File: config.mk
export PLATFORM = sky130hd
export DESIGN_NAME = multicycle_control_unit
export DESIGN_NICKNAME = d
export VERILOG_FILES = /design/src/rtl/multicycle_control_unit.sv
export SDC_FILE = /design/constraint.sdc
export NUM_CORES = 1
export LEC_CHECK = 0
export ABC_AREA = 1
export BUFFER_PORTS_ARGS = -buffer_cell sky130_fd_sc_hd__buf_2
export CORE_MARGIN = 1
export CORE_UTILIZATION = 54
export CTS_BUF_LIST = sky130_fd_sc_hd__clkbuf_4
export CTS_CLUSTER_SIZE = 16
export DETAILED_ROUTE_END_ITERATION = 8
export MAX_ROUTING_LAYER = met4
export PLACE_DENSITY = 0.93
export SYNTH_ARGS = -nofsm -noshare
export SYNTH_HDL_FRONTEND = slang
export SYNTH_SLANG_ARGS = --single-unit
File: constraint.sdc
create_clock -name clk -period 1.6 [get_ports clk]
set_input_delay 0.16 -clock clk [delete_from_list [all_inputs] [get_ports clk]]
set_output_delay 0.16 -clock clk [all_outputs]
set_load 0.05 [all_outputs]
File: src/rtl/multicycle_control_unit.sv
// multicycle_control_unit: Moore FSM sequencing fetch/decode/exec/mem/writeback with memory timeout.
// Define MCU_ILLEGAL_TRAP_EN to trap unknown instructions in a sticky TRAP state.
module multicycle_control_unit #(
  parameter int OPCODE_W     = 6,
  parameter int FUNCT_W      = 5,
  parameter int ALUOP_W      = 5,
  parameter int MEM_MAX_WAIT = 15
) (
  input  logic                clk,
  input  logic                rst,
  input  logic                instr_valid,
  input  logic [OPCODE_W-1:0] opcode,
  input  logic [FUNCT_W-1:0]  funct,
  input  logic                mem_ready,
  output logic                ir_w,
  output logic                pc_w,
  output logic [1:0]          reg_select,
  output logic                reg_w,
  output logic                mem_r,
  output logic                mem_w,
  output logic [1:0]          mem_to_reg,
  output logic                ALUsrc,
  output logic [ALUOP_W-1:0]  ALUop,
  output logic                comp_sel,
  output logic                busy,
  output logic                mem_err,
  output logic                illegal
);
  typedef enum logic [2:0] {
    IDLE, FETCH, DECODE, EXEC, MEM, WB, RETIRE
`ifdef MCU_ILLEGAL_TRAP_EN
    , TRAP
`endif
  } state_t;
`ifdef MCU_ILLEGAL_TRAP_EN
  localparam state_t BAD = TRAP;
`else
  localparam state_t BAD = RETIRE;
`endif
  state_t state, state_n;
  logic [OPCODE_W-1:0] op_q;
  logic [FUNCT_W-1:0] fn_q;
  logic [7:0] wait_cnt;
  logic mem_err_q, timeout, act;
  logic known, is_lw, is_sw, src, cmp;
  logic [4:0] alu_code;
  assign timeout = wait_cnt == 8'(MEM_MAX_WAIT - 1);
  assign act = state inside {EXEC, MEM, WB};
  always_comb begin
    known = 1'b1;
    is_lw = 1'b0;
    is_sw = 1'b0;
    src = 1'b0;
    cmp = 1'b0;
    alu_code = 5'd0;
    case (int'(op_q))
      0: if (int'(fn_q) == 0) alu_code = 5'd1;
         else if (int'(fn_q) == 1) {alu_code, cmp} = {5'd5, 1'b1};
         else known = 1'b0;
      1: {alu_code, src} = {5'd1, 1'b1};
      2: {alu_code, src, cmp} = {5'd5, 1'b1, 1'b1};
      3: if (int'(fn_q) == 0) alu_code = 5'd2;
         else if (int'(fn_q) == 1) alu_code = 5'd3;
         else known = 1'b0;
      4: {alu_code, src, is_lw} = {5'd1, 1'b1, 1'b1};
      5: {alu_code, src, is_sw} = {5'd1, 1'b1, 1'b1};
      default: known = 1'b0;
    endcase
  end
  always_comb begin
    state_n = state;
    case (state)
      IDLE:    state_n = instr_valid ? FETCH : IDLE;
      FETCH:   state_n = DECODE;
      DECODE:  state_n = EXEC;
      EXEC:    state_n = !known ? BAD : (is_lw | is_sw) ? MEM : WB;
      MEM:     state_n = mem_ready ? (is_lw ? WB : RETIRE) : timeout ? RETIRE : MEM;
      WB:      state_n = RETIRE;
      RETIRE:  state_n = instr_valid ? FETCH : IDLE;
`ifdef MCU_ILLEGAL_TRAP_EN
      TRAP:    state_n = TRAP;
`endif
      default: state_n = IDLE;
    endcase
  end
  always_ff @(posedge clk) begin
    if (rst) begin
      state <= IDLE;
      op_q <= '0;
      fn_q <= '0;
      wait_cnt <= '0;
      mem_err_q <= 1'b0;
    end else begin
      state <= state_n;
      if (state == DECODE) {op_q, fn_q} <= {opcode, funct};
      // counter stays at zero outside MEM, so every MEM entry starts fresh
      wait_cnt <= (state == MEM && !mem_ready) ? wait_cnt + 8'd1 : 8'd0;
      mem_err_q <= state == MEM && !mem_ready && timeout;
    end
  end
`ifdef MCU_ILLEGAL_TRAP_EN
  logic illegal_q;
  always_ff @(posedge clk) begin
    if (rst) illegal_q <= 1'b0;
    else illegal_q <= illegal_q | (state_n == TRAP);
  end
  assign illegal = illegal_q & !rst;
`else
  assign illegal = 1'b0;
`endif
  assign mem_err = mem_err_q & !rst;
  always_comb begin
    {ir_w, pc_w, reg_w, mem_r, mem_w, ALUsrc, comp_sel, busy} = '0;
    reg_select = 2'b00;
    mem_to_reg = 2'b00;
    ALUop = '0;
    if (!rst) begin
      ir_w = state == FETCH;
      pc_w = state == RETIRE;
      busy = state != IDLE;
      ALUop = act ? ALUOP_W'(alu_code) : '0;
      ALUsrc = act & src;
      comp_sel = act & cmp;
      mem_r = state == MEM && is_lw;
      mem_w = state == MEM && is_sw;
      reg_w = state == WB && known;
      reg_select = (state == WB && is_lw) ? 2'b01 : 2'b00;
      mem_to_reg = state != WB ? 2'b00 : is_lw ? 2'b01 : 2'b10;
    end
  end
endmodule

==> flow_summary.ini, run 1 <==
[critical_path]
cp_max_fo = 5
arrival_ns = 1.75
critPathSlowestCell = dfxtp_2
slowest_delay_ns = 0.38
critPathLaunchType = flop
criticalPathCategory = flop to output pin
worstPathRequired_ns = 1.44
crit_chain = nor2_1, nand3_2, nand2_1, nand2_2, a21oi_2, buf_6
end_kind = output pin

[cts]
htree_num_levels = 1
cts_tree = yes
hold_buffers = 0
clock_latency_ns = 0.33
clk_pin_slew_ns = 0.15
clock_path_buffers = 2
numCtsBuffers = 3
clockRootBuffer = clkbuf_4
cts.sinks = 23

[placement]
gp_congestion = 0.824
port_buffers = 29
place_area_sq_um = 1490
place_hpwl_microns = 1960
place_ws_ns = 0.0466

[route]
drc = 0
viasPerCell = 5.98
final_antenna_net_count = 0
vias = 1536
dr.pass1.iters = 5
wl_per_cell_microns = 18.1
routed_wl_microns = 4640
drtIter0Drc = 120

[floorplan]
coreArea_sq_um = 2210
start_util_pct = 57.5
die_h_microns = 50.5
dieWidth_microns = 50.5
io_pins = 34
num_rows = 17
die-area_sq_um = 2550

[sta]
hold_ws_ns = 0.0775
period_share_pct = 119
clock_skew_ns = 0.0224
drv_slew = 0
final.min_clock_period_ns = 1.91
setup_viol = 11
fin_ws_ns = -0.308
hold_violations = 0
timing.fmax_mhz = 524
grt_setup_unrepaired = true

[yosys]
synth_xor_area_share_pct = 1.38
syn_avg_cell_area_sq_um = 6.95
seq_area_frac_synth_pct = 36.2
ys_ff_latch = 23
syn_area_sq_um = 1270
synth_top_area_share_pct = 36.2
synth_mux_area_share_pct = 0
yosysWarnings = 0
synth_area_leaders = dfxtp_1 (36%), inv_1 (8.6%), nor2_1 (7.7%), nand2_1 (6.8%), a21oi_1 (6.3%)
synth-adder-area-share_pct = 1.97
synth_compound_area_share_pct = 12.7
synth_area_leader_cell = dfxtp_1
synth-simple-area-share_pct = 33.2
synth.distinct_cells = 26
synth_flop_cell = dfxtp_1
synth_top_family_by_area = simple AND/OR/NAND/NOR gates
synth_edf_count = 0
async_reset_ff_share_pct = 0
syn_inst = 183

[global_route]
antenna_found_initial = 0
grt_pass1_wl_microns = 5930
track_usage_pct = 33.1
grt_max_degree = 23
grt.overflow.total = 0
grt_pass1_vias = 1303

[finish]
design_area_sq_um = 1890
finalCoreUtilization_pct = 85.3
drive_gt1_share_pct = 48.5
n_antenna_cell = 0
areaGrowthSynthToFinish_pct = 48.4
fin_nets = 247

[run_status]
outcome = complete, but fails checks
violations = negative setup slack

[power]
power_per_cell_area_nw_per_um2 = 956
p_leak_uw = 0.000817
vdd_drop_max_mv = 0.780

[worst_hold_path]
min_path_type = primary input to flop

[run]
maxCapViolCount = 0
-- flip-flops by register name (all words and copies together) (netlist names) --
register,flops
fn_q,5
mem_err_q,1
op_q,6
state,3
wait_cnt,8
-- per-layer routing --
| layer | share of wire, % | track usage (%) | up-vias |
|---|---|---|---|
| met5 | 0 | - | - |
| met4 | 11 | 24.1 | 0 |
| met3 | 8.8 | 5.76 | 57 |
| met2 | 50 | 59.8 | 126 |
| met1 | 31 | 31.3 | 681 |
| li1 | - | - | 672 |
-- metrics by stage --
stage / total power [uW] / cells / setup TNS (ns)
after global placement: 1170 / 240 / 0
after detailed placement: 1180 / 240 / 0
after CTS: 1560 / 253 / -0.551
after global routing: 1860 / 257 / -3.36
after floorplan: 1070 / 186 / 0
final: 1800 / 257 / -2.48
-- critical path, delay by kind of cell, from the launching register on --
| family | cells | cell delay [ns] |
|---|---|---|
| flip-flops | 1 | 0.38 |
| buffers and inverters | 1 | 0.18 |
| AND/OR/NAND/NOR | 4 | 0.67 |
| AO/OA/AOI/OAI | 1 | 0.19 |
-- timing repair --
item / 4_1_cts / 5_1_grt
setup buffers: 9 / 4
resized for setup: 55 / 30
pin swaps: 4 / 6
setup endpoints to repair: 11 / 13
-- power breakdown --
part	switching, uW	leakage, uW	internal, uW
combinational	539	0.000607	276
clock	194	0.0000177	93.9
sequential	65.8	0.000193	635
-- cells by family (layout without fill, tap and decap cells) --
logic type | count (synthesis) | count (layout)
flip-flops | 23 | 23
AO/OA/AOI/OAI | 32 | 32
XOR/XNOR | 2 | 2
adder cells (fa/ha/maj) | 2 | 2
buffers and inverters | 42 | 85
other | 1 | 4
AND/OR/NAND/NOR | 81 | 81
-- synth_stat cells, types with 4 or more instances --
cell type,number
a21oi_1,16
buf_2,4
buf_4,5
dfxtp_1,23
inv_1,29
inv_2,4
nand2_1,23
nand3_1,8
nand4_1,4
nor2_1,26
nor3_1,6
o21ai_0,11
o21ai_1,4
-- cells in the final DEF (no fill, tap or decap), types with 3 or more instances in the layout --
| cell type | Yosys | routed |
|---|---|---|
| nand3_1 | 8 | 3 |
| o21ai_1 | 4 | 3 |
| nor2_2 | 2 | 3 |
| nor2_1 | 26 | 16 |
| conb_1 | 1 | 4 |
| nand2_2 | 1 | 3 |
| dfxtp_4 | 0 | 3 |
| nand4_1 | 4 | 4 |
| nand2_1 | 23 | 19 |
| buf_4 | 5 | 17 |
| buf_8 | 0 | 3 |
| buf_2 | 4 | 18 |
| nor3_2 | 2 | 4 |
| clkbuf_4 | 0 | 3 |
| nor3_4 | 1 | 3 |
| a21oi_1 | 16 | 14 |
| nand3_2 | 1 | 5 |
| dfxtp_2 | 0 | 8 |
| dfxtp_1 | 23 | 12 |
| inv_1 | 29 | 25 |
| nor2_4 | 2 | 11 |
| buf_6 | 0 | 10 |
| inv_2 | 4 | 5 |
| o21ai_0 | 11 | 10 |
-- final cells by class --
| type | count | area [sq um] |
|---|---|---|
| clock buffer | 3 | 22.5 |
| clock inverter | 1 | 5.00 |
| fill | 101 | 325 |
| sequential | 23 | 482 |
| multi-input combinational | 121 | 833 |
| timing repair buffer | 48 | 375 |
| tap | 28 | 35.0 |
| inverter | 33 | 134 |
-- worst paths after layout --
path	end	slack [ns]	start	cells past startpoint
worst min-delay path	op_q[0]	0.08	opcode[0]	3
worst max-delay path	reg_w	-0.31	op_q[0]	6
worst max register to register	state[1]	0	op_q[0]	8
worst min register to register	fn_q[3]	0.46	fn_q[3]	2
Note: power is estimated with default switching activity, not from simulation.
==> run 2, diff against run 1 <==
==> constraint.sdc (replaced) <==
create_clock -name clk -period 1.6 [get_ports clk]
set_input_delay 0.16 -clock clk [delete_from_list [all_inputs] [get_ports clk]]
set_output_delay 0.16 -clock clk [all_outputs]
set_load 0.02 [all_outputs]
==> run 2 against run 1 <==
The flow still finishes with violations (negative setup slack). Worst setup slack better by 0.16 ns. Clock skew decreased by 0.013 ns. Routed wire length down 28%. Clock power is essentially flat. Non-clock buffer count down 9. Via count shrank 12%. Register-to-register slack better by 0.18 ns. Sequential cell count unchanged. Die area stayed put. Combinational power is 29% lower. Final cell count is 3.5% lower.
==> flow_summary.ini, run 2 (synthesis results as in run 1) <==
[cts]
cts.sinks = 23
cts_tree = yes
clock_latency_ns = 0.32
clock_path_buffers = 2
hold_buffers = 0
numCtsBuffers = 3
clockRootBuffer = clkbuf_4
htree_num_levels = 1
clk_pin_slew_ns = 0.13

[finish]
areaGrowthSynthToFinish_pct = 27.5
layoutNonFillerInstCount = 248
n_antenna_cell = 0
design_area_sq_um = 1620
reg_top3 = wait_cnt: 8 flops, op_q: 6 flops, fn_q: 5 flops
fin_nets = 238
final_common_cell = inv_1
top_register = wait_cnt
mostFrequentLayoutCells = inv_1 (28), nand2_1 (21), nor2_1 (21), buf_2 (21)
largest_register_ffs = 8
drive_gt1_share_pct = 36.8

[floorplan]
die_h_microns = 50.5
io_pins = 34
die-area_sq_um = 2550
dieWidth_microns = 50.5
coreArea_sq_um = 2210
num_rows = 17
start_util_pct = 57.5

[route]
drtIter0Drc = 71
routed_wl_microns = 3330
dr.pass1.iters = 4
viasPerCell = 5.46
final_antenna_net_count = 0
drc = 0
wl_per_cell_microns = 13.4
vias = 1353

[sta]
timing.fmax_mhz = 572
grt_setup_unrepaired = true
final.min_clock_period_ns = 1.75
hold_ws_ns = 0.0968
fin_ws_ns = -0.147
period_share_pct = 109
setup_viol = 6
clock_skew_ns = 0.00960
hold_violations = 0
drv_slew = 0

[placement]
place_ws_ns = 0.212
place_area_sq_um = 1430
place_inst = 237
port_buffers = 29
gp_congestion = 0.867
place_hpwl_microns = 1830

[global_route]
grt.overflow.total = 0
grt_pass1_vias = 1107
antenna_found_initial = 0
track_usage_pct = 24.9
grt_pass1_wl_microns = 4640
grt_max_degree = 24

[critical_path]
crit_family = simple AND/OR/NAND/NOR gates
arrival_ns = 1.59
critPathLaunchType = flop
end_kind = output pin
crit_chain = nor2_4, nand3_2, nand2_1, nand2_1, a21oi_1, buf_4
critPathSlowestCell = dfxtp_2
criticalPathCategory = flop to output pin
cpMostUsedCell = nand2_1
cp_max_fo = 7
path_buf_inv = 1
worstPathRequired_ns = 1.44
slowest_delay_ns = 0.36

[run_status]
outcome = complete, but fails checks
violations = negative setup slack

[power]
vdd_drop_max_mv = 0.773
totalPowerFinal_uw = 1550
p_leak_uw = 0.000739
power_per_cell_area_nw_per_um2 = 959

[worst_hold_path]
min_path_type = primary input to flop

[run]
maxCapViolCount = 0
-- run 2: changes by cell type in the layout (fill, tap and decap cells not counted), sizes merged --
cell,before,now
clkinv,1,0
buf,48,39
clkbuf,3,4
-- run 2: routing by layer --
layer	part of all wire [%]	vias to the layer above	global-route usage [%]
met2	50	77	41.3
met4	3.7	0	14.8
met5	0	-	-
li1	-	652	-
met1	41	611	29.5
met3	5.3	13	1.82
-- run 2: final cells by class --
type / instances / area (sq um)
multi-input cells: 121 / 702
clock buffers: 4 / 30.0
well taps: 28 / 35.0
fillers: 176 / 592
flip-flops and latches: 23 / 475
repair buffers: 39 / 251
inverters: 33 / 126
-- run 2: per-stage QoR --
stage / setup TNS [ns] / util (%)
global route: -1.30 / 73.2
floorplan: 0 / -
detailed placement: 0 / 64.5
CTS: -0.130 / 70.7
finish: -0.745 / 73.2
global placement: 0 / 64.5
-- run 2: timing repair --
item                       4_1_cts  5_1_grt
setup endpoints to repair       10       10
gates cloned                     0        0
buffers inserted                 5        2
gates resized for setup         27       13
pin swaps                       11        7
-- run 2: final timing paths --
check / from / to / slack (ns) / cells after the start
worst min-delay path: opcode[0] / op_q[0] / 0.1 / 3
worst max register to register: state[2] / state[0] / 0.18 / 6
worst min register to register: fn_q[2] / fn_q[2] / 0.46 / 2
worst max-delay path: op_q[5] / reg_w / -0.15 / 6
-- run 2: where the power goes --
| part | leakage [uW] | switching (uW) | internal (uW) |
|---|---|---|---|
| clock | 0.0000184 | 176 | 115 |
| combinational | 0.000530 | 381 | 195 |
| sequential | 0.000191 | 54.0 | 634 |
| total | 0.000739 | 611 | 944 |
-- run 2: worst register-to-register path: stages, from the launching register on --
cell     delay [ns]
dfxtp_2        0.37
inv_4          0.06
buf_4          0.14
nand3_2        0.29
o21ai_0        0.19
a21oi_1        0.19
a21oi_1        0.09
==> run 3, diff against run 2 <==
--- a/config.mk
+++ b/config.mk
@@ -7,6 +7,7 @@
 export LEC_CHECK = 0
 export ABC_AREA = 1
 export BUFFER_PORTS_ARGS = -buffer_cell sky130_fd_sc_hd__buf_2
+export CORE_ASPECT_RATIO = 1.75
 export CORE_MARGIN = 1
 export CORE_UTILIZATION = 54
 export CTS_BUF_LIST = sky130_fd_sc_hd__clkbuf_4
==> run 3 against run 2 <==
Clock-buffer cell count stayed put. Non-clock buffer count is 4 higher. Final area is 4.2% higher. Sequential cell count stayed put. Register-to-register slack worse by 0.04 ns. Routed wire length is 16% higher. Global-route usage is 0.30 points higher. Final cell count stayed put. Sequential power is 1% higher. First-iteration DRC count is 66% higher. Largest power group unchanged. Worst hold slack worse by 0.016 ns. The run still ends with negative setup slack left.
==> flow_summary.ini, run 3 (synthesis results as in run 1) <==
[run_status]
outcome = complete, but fails checks
violations = negative setup slack

[power]
vdd_drop_max_mv = 0.668
power_per_cell_area_nw_per_um2 = 967
p_leak_uw = 0.000757

[finish]
reg_top3 = wait_cnt: 8 flops, op_q: 6 flops, fn_q: 5 flops
final_common_cell = inv_1
fill_cells = 138
largest_register_ffs = 8
finalCoreUtilization_pct = 78.7
mostFrequentLayoutCells = inv_1 (27), buf_4 (21), nand2_1 (20)
n_antenna_cell = 0
multi_input_area_sq_um = 737
drive_gt1_share_pct = 41.1
fin_nets = 242
layoutNonFillerInstCount = 248
regArea_sq_um = 477
areaGrowthSynthToFinish_pct = 32.9
top_register = wait_cnt

[sta]
period_share_pct = 114
timing.fmax_mhz = 549
hold_violations = 0
final.min_clock_period_ns = 1.82
clock_skew_ns = 0.0185
setup_viol = 12
hold_ws_ns = 0.0808
fin_ws_ns = -0.222
grt_setup_unrepaired = true
drv_slew = 0

[route]
dr.pass1.iters = 4
vias = 1427
viasPerCell = 5.75
drtIter0Drc = 118
final_antenna_net_count = 0
drc = 0
routed_wl_microns = 3860
wl_per_cell_microns = 15.6

[global_route]
grt_max_degree = 22
grt.overflow.total = 0
track_usage_pct = 25.2
antenna_found_initial = 0
grt_pass1_wl_microns = 4510
grt_pass1_vias = 1201

[placement]
gp_congestion = 0.894
place_hpwl_microns = 1930
place_ws_ns = 0.151
port_buffers = 29
place_inst = 232

[critical_path]
arrival_ns = 1.66
cpMostUsedCell = nor2_4
crit_chain = inv_4, nand2_4, nor2_4, nor3_4, nor2_4, inv_2, nor3_2, buf_4
rr_startpoint = state[2]
worstSetupStartpoint = state[1]
timing.rr.end = state[1]
slowest_delay_ns = 0.40
r2r_setup_slack_ns = 0.14
critPathLaunchType = flop
worstPathRequired_ns = 1.44
setup.worst_path.end = ALUop[1]
cp_max_fo = 4
end_kind = output pin
critPathSlowestCell = dfxtp_4
criticalPathCategory = flop to output pin
ff2ff_path_depth = 8

[worst_hold_path]
min_path_type = primary input to flop

[cts]
hold_buffers = 0
htree_num_levels = 1
cts.sinks = 23
clock_path_buffers = 2
numCtsBuffers = 3
clock_latency_ns = 0.33
clk_pin_slew_ns = 0.14
clockRootBuffer = clkbuf_4
cts_tree = yes

[floorplan]
io_pins = 34
coreArea_sq_um = 2150
die_h_microns = 66.2
start_util_pct = 59.2
dieWidth_microns = 38.7
num_rows = 22
die-area_sq_um = 2560

[run]
maxCapViolCount = 0
[run 3: changes by cell type in the layout (fill, tap and decap cells not counted), sizes merged]
| cell | change |
|---|---|
| buf | +4 |
[run 3: worst min path at each step]
stage	startpoint	to	cells past startpoint	slack, ns
floorplan	funct[1]	fn_q[1]	2	0.34
global placement	funct[1]	fn_q[1]	3	0.42
detailed placement	funct[1]	fn_q[1]	3	0.44
CTS	opcode[1]	op_q[1]	3	0.11
global route	funct[1]	fn_q[1]	3	0.1
finish	opcode[1]	op_q[1]	3	0.08
[run 3: layout make-up]
type / instances / share of cell area, %
timing repair buffer: 43 / 17.0
clock buffer: 4 / 1.78
multi-input combinational: 121 / 43.6
sequential: 23 / 28.2
inverter: 33 / 7.63
tap: 24 / 1.78
[run 3: power by group]
| group | switching, uW | total, uW | internal [uW] | leakage (uW) |
|---|---|---|---|---|
| Clock | 183 | 298 | 115 | 0.0000184 |
| Combinational | 405 | 637 | 232 | 0.000548 |
| Sequential | 62.5 | 698 | 635 | 0.000191 |
[run 3: metrics by stage]
step,total power (uW),instance area [sq um],TNS (ns)
after floorplan,1010,1280,0
after global placement,1080,1420,0
after detailed placement,1090,1420,0
after CTS,1420,1560,-0.201
after global routing,1710,1690,-2.26
final,1630,1690,-1.35
[run 3: critical path, delay by kind of cell, from the launching register on]
kind	cells	cell delay (ns)
and+or+nand+nor	5	0.59
buffers and inverters	3	0.34
DFF	1	0.40
[run 3: timing repair]
item,4_1_cts,5_1_grt
cloned,0,0
buffers inserted,6,7
endpoints found under the setup margin,9,11
pin swaps,7,12
endpoints found under the hold margin,0,0
resized for setup,28,26
[run 3: routing by layer]
metal  global-route usage, %  vias to the layer above  part of all wire, %
li1                        -                      664                    -
met1                    22.6                      625                   31
met2                    45.4                      107                   56
met3                    3.70                       31                  7.7
met4                    16.4                        0                  6.0
met5                       -                        -                    0
